<file path="src/rtl/rhs_spi_master.sv">
// rhs_spi_master: SPI master (CPOL=0) for the RHS headstage. One command word
// per CS frame, shifted out MSB-first while the reply is shifted in from MISO.
// Optional build macro RHS_SPI_PIPE_TAG_EN enables a 2-deep tag pipeline that
// pairs each reply with the command issued two frames earlier.
module rhs_spi_master #(
  parameter int unsigned WORD_W   = 32,
  parameter int unsigned CLK_DIV  = 2,
  parameter int unsigned CS_SETUP = 2,
  parameter int unsigned CS_HIGH  = 4,
  parameter int unsigned TAG_W    = 8
) (
  input  logic              clk,
  input  logic              rst,
  input  logic              cmd_valid,
  output logic              cmd_ready,
  input  logic [WORD_W-1:0] cmd_data,
  input  logic [TAG_W-1:0]  cmd_tag,
  output logic              rx_valid,
  output logic [WORD_W-1:0] rx_data,
  output logic [TAG_W-1:0]  rx_tag,
  output logic              rx_tag_valid,
  output logic              busy,
  output logic              CS,
  output logic              SCLK,
  output logic              MOSI,
  input  logic              MISO
);

  localparam int unsigned CNT_W = 16;
  localparam int unsigned BIT_W = $clog2(WORD_W) + 1;

  typedef enum logic [2:0] {
    ST_IDLE,
    ST_SETUP,
    ST_XFER,
    ST_HOLD,
    ST_GAP
  } state_e;

  state_e            state_q, state_d;
  logic [CNT_W-1:0]  cnt_q, cnt_d;
  logic [BIT_W-1:0]  bit_cnt_q, bit_cnt_d;
  logic [WORD_W-1:0] tx_sh_q, tx_sh_d;
  logic [WORD_W-1:0] rx_sh_q, rx_sh_d;
  logic              cs_q, cs_d;
  logic              sclk_q, sclk_d;
  logic              mosi_q, mosi_d;
  logic              cmd_ready_q, cmd_ready_d;
  logic              rx_valid_q, rx_valid_d;
  logic [WORD_W-1:0] rx_data_q, rx_data_d;
  logic              busy_q, busy_d;

  logic [WORD_W-1:0] tx_shl;
  logic [WORD_W-1:0] rx_shl;

`ifdef RHS_SPI_PIPE_TAG_EN
  logic [TAG_W-1:0]  cur_tag_q, cur_tag_d;
  logic [TAG_W-1:0]  pipe1_q, pipe1_d;
  logic [TAG_W-1:0]  pipe2_q, pipe2_d;
  logic [1:0]        fill_q, fill_d;
  logic [TAG_W-1:0]  rx_tag_q, rx_tag_d;
  logic              rx_tag_valid_q, rx_tag_valid_d;
`endif

  // Shift helpers: next MOSI word and MISO capture
  assign tx_shl = tx_sh_q << 1;
  assign rx_shl = (rx_sh_q << 1) | WORD_W'(MISO);

  // Next-state and next-output computation for the frame sequencer
  always_comb begin
    state_d     = state_q;
    cnt_d       = cnt_q;
    bit_cnt_d   = bit_cnt_q;
    tx_sh_d     = tx_sh_q;
    rx_sh_d     = rx_sh_q;
    cs_d        = cs_q;
    sclk_d      = sclk_q;
    mosi_d      = mosi_q;
    cmd_ready_d = cmd_ready_q;
    rx_valid_d  = 1'b0;
    rx_data_d   = rx_data_q;
    busy_d      = busy_q;
`ifdef RHS_SPI_PIPE_TAG_EN
    cur_tag_d      = cur_tag_q;
    pipe1_d        = pipe1_q;
    pipe2_d        = pipe2_q;
    fill_d         = fill_q;
    rx_tag_d       = rx_tag_q;
    rx_tag_valid_d = 1'b0;
`endif

    unique case (state_q)
      ST_IDLE: begin
        cmd_ready_d = 1'b1;
        busy_d      = 1'b0;
        if (cmd_valid && cmd_ready_q) begin
          tx_sh_d     = cmd_data;
          mosi_d      = cmd_data[WORD_W-1];
          cs_d        = 1'b0;
          cmd_ready_d = 1'b0;
          busy_d      = 1'b1;
          cnt_d       = '0;
          state_d     = ST_SETUP;
`ifdef RHS_SPI_PIPE_TAG_EN
          cur_tag_d   = cmd_tag;
`endif
        end
      end

      ST_SETUP: begin
        if (cnt_q == CNT_W'(CS_SETUP - 1)) begin
          cnt_d     = '0;
          bit_cnt_d = '0;
          state_d   = ST_XFER;
        end else begin
          cnt_d = cnt_q + CNT_W'(1);
        end
      end

      ST_XFER: begin
        if (cnt_q == CNT_W'(CLK_DIV - 1)) begin
          cnt_d = '0;
          if (!sclk_q) begin
            sclk_d = 1'b1;
          end else begin
            // End of high phase: capture MISO, drop SCLK, advance MOSI
            sclk_d  = 1'b0;
            rx_sh_d = rx_shl;
            if (bit_cnt_q == BIT_W'(WORD_W - 1)) begin
              state_d = ST_HOLD;
            end else begin
              bit_cnt_d = bit_cnt_q + BIT_W'(1);
              tx_sh_d   = tx_shl;
              mosi_d    = tx_shl[WORD_W-1];
            end
          end
        end else begin
          cnt_d = cnt_q + CNT_W'(1);
        end
      end

      ST_HOLD: begin
        if (cnt_q == CNT_W'(CS_SETUP - 1)) begin
          cnt_d      = '0;
          cs_d       = 1'b1;
          rx_valid_d = 1'b1;
          rx_data_d  = rx_sh_q;
          state_d    = ST_GAP;
`ifdef RHS_SPI_PIPE_TAG_EN
          pipe1_d        = cur_tag_q;
          pipe2_d        = pipe1_q;
          rx_tag_d       = pipe2_q;
          rx_tag_valid_d = (fill_q == 2'd2);
          if (fill_q != 2'd2) begin
            fill_d = fill_q + 2'd1;
          end
`endif
        end else begin
          cnt_d = cnt_q + CNT_W'(1);
        end
      end

      ST_GAP: begin
        if (cnt_q == CNT_W'(CS_HIGH - 1)) begin
          cnt_d       = '0;
          cmd_ready_d = 1'b1;
          busy_d      = 1'b0;
          state_d     = ST_IDLE;
        end else begin
          cnt_d = cnt_q + CNT_W'(1);
        end
      end

      default: begin
        state_d = ST_IDLE;
      end
    endcase
  end

  // State and output registers with synchronous reset (aborts any frame)
  always_ff @(posedge clk) begin
    if (rst) begin
      state_q     <= ST_IDLE;
      cnt_q       <= '0;
      bit_cnt_q   <= '0;
      tx_sh_q     <= '0;
      rx_sh_q     <= '0;
      cs_q        <= 1'b1;
      sclk_q      <= 1'b0;
      mosi_q      <= 1'b0;
      cmd_ready_q <= 1'b0;
      rx_valid_q  <= 1'b0;
      rx_data_q   <= '0;
      busy_q      <= 1'b0;
`ifdef RHS_SPI_PIPE_TAG_EN
      cur_tag_q      <= '0;
      pipe1_q        <= '0;
      pipe2_q        <= '0;
      fill_q         <= '0;
      rx_tag_q       <= '0;
      rx_tag_valid_q <= 1'b0;
`endif
    end else begin
      state_q     <= state_d;
      cnt_q       <= cnt_d;
      bit_cnt_q   <= bit_cnt_d;
      tx_sh_q     <= tx_sh_d;
      rx_sh_q     <= rx_sh_d;
      cs_q        <= cs_d;
      sclk_q      <= sclk_d;
      mosi_q      <= mosi_d;
      cmd_ready_q <= cmd_ready_d;
      rx_valid_q  <= rx_valid_d;
      rx_data_q   <= rx_data_d;
      busy_q      <= busy_d;
`ifdef RHS_SPI_PIPE_TAG_EN
      cur_tag_q      <= cur_tag_d;
      pipe1_q        <= pipe1_d;
      pipe2_q        <= pipe2_d;
      fill_q         <= fill_d;
      rx_tag_q       <= rx_tag_d;
      rx_tag_valid_q <= rx_tag_valid_d;
`endif
    end
  end

  assign CS        = cs_q;
  assign SCLK      = sclk_q;
  assign MOSI      = mosi_q;
  assign cmd_ready = cmd_ready_q;
  assign rx_valid  = rx_valid_q;
  assign rx_data   = rx_data_q;
  assign busy      = busy_q;

`ifdef RHS_SPI_PIPE_TAG_EN
  assign rx_tag       = rx_tag_q;
  assign rx_tag_valid = rx_tag_valid_q;
`else
  // Without the pipeline the tag input is intentionally ignored
  logic unused_cmd_tag;
  assign unused_cmd_tag = ^cmd_tag;
  assign rx_tag         = '0;
  assign rx_tag_valid   = 1'b0;
`endif

endmodule
</file>
<file path="config.mk">
export PLATFORM = sky130hd
export DESIGN_NAME = rhs_spi_master
export DESIGN_NICKNAME = d
export VERILOG_FILES = /design/src/rtl/rhs_spi_master.sv
export SDC_FILE = /design/constraint.sdc
export NUM_CORES = 1
export LEC_CHECK = 0
export BUFFER_PORTS_ARGS = -buffer_cell sky130_fd_sc_hd__clkbuf_2
export CAP_MARGIN = 5
export CORE_MARGIN = 2
export CORE_UTILIZATION = 56
export DETAILED_ROUTE_END_ITERATION = 10
export PLACE_DENSITY = 0.76
export SYNTH_ARGS = -nofsm -noshare
export SYNTH_HDL_FRONTEND = slang
export SYNTH_SLANG_ARGS = --single-unit
</file>
<file path="constraint.sdc">
create_clock -name clk -period 3.2 [get_ports clk]
set_input_delay 0.16 -clock clk [delete_from_list [all_inputs] [get_ports clk]]
set_output_delay 0.16 -clock clk [all_outputs]
set_load 0.005 [all_outputs]
</file>
==> reports/summary.md <==
The detailed router finished its first iteration with 254 violations. Final hold analysis gives a worst-case slack of 0.01382 ns. The library cell used most frequently in the layout, excluding fill and tap cells, is nand2_1. The final weighted congestion in routability-driven placement is 0.8602. The run finished with clean final reports. Global routing finished with a remaining overflow of 0.

The number of register bits inferred by synthesis was 126. The mux cell area share after synthesis was 0.001877; the half-perimeter wire length after detailed placement was 7479 um. The share of the clock period used by the worst path after layout came out at 0.8682. The largest incremental delay on the critical path works out to 0.64 ns. The count of clock tree sinks was 126; the synthesized cell area was 5333 um2.

The number of buffers inserted during clock tree synthesis was 17. At the pin with the least slew margin, the transition time is 0.9579 ns. The number of maximum-capacitance violations was 0; the clock-pin slew on the worst setup and hold paths was 0.07 ns.

The wire length of the first global-routing pass is 21400 um. The aggregate negative setup slack is 0 ns, and the compound-cell area share of the yosys netlist is 0.2062. TritonCTS built the clock tree. The run gives 12940 um as the total wirelength of the detailed-routed design.

For the post-cts gate resize count, the log shows 0. The area share of the leading cell type in the synthesized netlist works out to 0.4730. The critical path is of the reg -> reg type.

The total I/O pin count was 91. Type of element capturing the critical path: a flip-flop. Setup violations remaining at the end of the flow were counted as 0. Setup repair after global routing left no endpoint under its margin.

The number of synthesized flops with an enable pin came out at 0. The maximum resistive drop on vdd was 0.3772 mV; the share of the synthesized netlist area taken by xor and xnor gates was 0.01478. For the number of nets at the end of the flow, the log shows 808. The post-layout utilization of the core is 0.7167, and the number of distinct library cells after synthesis is 49. For the worst-skew pair, the clock arrives at the later sink with an insertion delay of 0.54 ns.

In the routed layout, each cell is associated on average with a via count of 5.571. The first detailed-routing pass ran for 5 iterations. Clock tree synthesis selected as its root buffer the cell clkbuf_8.

The most used flip-flop cell after synthesis is dfxtp_1. The via count of the first global-routing pass is 4653. The routed via count was 5031; the x dimension of the die was 101.6 um.

The largest area contributor in the synthesized netlist was dfxtp_1. The signal arrival time at the worst endpoint was 3.20 ns; the share of layout cells above drive strength 1 was 0.1693. Core box area: 9240 um2.

The tools report the non-filler instance count after layout as 903. The global-route total usage across every layer is 0.2606. The cell area power density was 576.6 nW/um2. The share of synthesized registers carrying an async set or reset was 0; the final setup skew was 0.01615 ns. Fraction of the mapped netlist area in simple logic gates: 0.2337. Data on the critical path is required at its endpoint by 3.62 ns. The run gives 80 as the largest net degree at the start of global routing. The count of nets left with antenna violations once routing finished came out at 0. The master of the slowest instance on the critical path was or4_4.

In this run the worst hold path is classified as in -> reg. The run gives 0 as the count of final hold-check violations. Counting tap cells, the placed design contains a total of 838 instances. The floorplan has 35 rows. The sequential share of the synthesized area is 0.4730, and the leakage power is 0.002437 uW.

The run gives 2 as the clock tree buffer depth. In the post-synthesis netlist, the biggest area contributors are dfxtp_1 47%, nand2_1 15%, a21oi_1 9.9%. The run gives 0.5771 as the initial core utilization. In the layout the commonest cells are 207 x nand2_1, 126 x dfxtp_1, 105 x a21oi_1, 72 x clkbuf_2, 33 x dlygate4sd3_1. The H-tree depth is 4. For the finished layout, the period the worst path requires is 2.778 ns. The chip height was 101.6 um. The overall die area was 10320 um2. The final number of max-transition violations came out at 0. Synthesis produced 675 cells. The relative area change from synthesis to final layout is 24.19%. Traced cell by cell, the critical path runs through or4_4, or4_4, o21ai_2, buf_4, a21oi_1, a311oi_1. Adder-cell area share of the yosys netlist: 0.007039.

Mean instance size in the synthesized netlist: 7.900 um2. After synthesis, the largest family of logic cells by area is simple AND/OR/NAND/NOR gates. After detailed routing, the number of remaining DRC violations is 0. Count of antenna diodes in the layout: 0. The element type at the critical path start was a flip-flop.

Static timing analysis puts the maximum clock frequency at 359.9 MHz. The quantity of I/O buffers inserted on ports came out at 73. Yosys printed 0 warnings. After detailed routing, the average wire length per cell comes to 14.33 um. Along the worst path, the maximum fanout reaches 13. The cell that appears most often on the critical path is or4_4. The run gives 0 as the number of antenna violations at the first check in global routing.

The run gives 0.3614 as the worst max-slew margin expressed relative to the limit.
## repair_timing
item / in CTS / in global routing
hold endpoints to repair: 33 / 0
buffers inserted: 0 / 0
hold buffers: 33 / 0
endpoints found under the setup margin: 0 / 0
## through the flow
stage          worst slack, ns  instance area [um2]  power (uW)
6_report                0.4217                 6623        3819
3_5_place_dp            0.4962                 5693        1863
4_1_cts                 0.4275                 6623        3827
3_3_place_gp            0.5523                 5693        1855
2_1_floorplan           0.7943                 5363        1816
5_1_grt                 0.2417                 6623        3923
## Yosys cell counts, types with 6 or more instances
cell type  count
a31oi_1        7
buf_2          6
nand3_1       13
clkbuf_1      38
a311oi_1      31
o21ai_0        8
xnor2_1        7
inv_1         10
nor3_1        14
dfxtp_1      126
a21oi_1      105
nand2_1      207
nor2_1        22
buf_4         15
## cell type report
class / count / area [um2]
Clock buffer: 18 / 427.9
Clock inverter: 14 / 171.4
Fill cell: 693 / 2618
Inverter: 10 / 37.54
Multi-Input combinational cell: 487 / 2506
Sequential cell: 126 / 2522
Tap cell: 129 / 161.4
Timing Repair Buffer: 119 / 795.8
## where the power goes
| part | switching, uW | internal, uW |
|---|---|---|
| clock | 787 | 1160 |
| combinational | 130 | 104 |
| sequential | 26.4 | 1610 |
## routing by layer
metal,wire (um),vias to the layer above,global-route usage
met5,0,-,0
met4,415,0,0.1216
met3,675,41,0.06280
met2,6145,164,0.4170
met1,5704,2339,0.3325
li1,-,2487,-
## registers in the layout, indices dropped and copies added, names as in the netlist, 3 cells and up
| signal | count |
|---|---|
| rx_data | 32 |
| tx_sh_q | 31 |
| rx_sh_q | 32 |
| state_q | 3 |
| cnt_q | 16 |
| bit_cnt_q | 6 |
## worst max-delay path, delay by kind of cell (launching register included)
| kind | cells | cell delay (ns) |
|---|---|---|
| buffers and inverters | 1 | 0.28 |
| DFF | 1 | 0.36 |
| and+or+nand+nor | 2 | 1.22 |
| AOI/OAI and AO/OA | 3 | 0.80 |
## worst paths after layout
kind                                                from                       end  slack (ns)  cells after the start
worst min-delay path                           cmd_valid           CS$_SDFFE_PP1P_        0.01                      4
worst min register to register  rx_data[29]$_SDFFE_PP0P_  rx_data[29]$_SDFFE_PP0P_        0.45                      2
worst max register to register    cnt_q[11]$_SDFFE_PP0P_  tx_sh_q[11]$_SDFFE_PP0P_        0.42                      6
worst max-delay path              cnt_q[11]$_SDFFE_PP0P_  tx_sh_q[11]$_SDFFE_PP0P_        0.42                      6
## cells by family after synthesis
logic type,after synthesis
AOI/OAI and AO/OA,174
adders and majority gates,3
other,1
buffers and inverters,70
xor gates and xnor gates,9
muxes,1
DFF,126
and+or+nand+nor,291
Note: power is estimated with default switching activity, not from simulation.
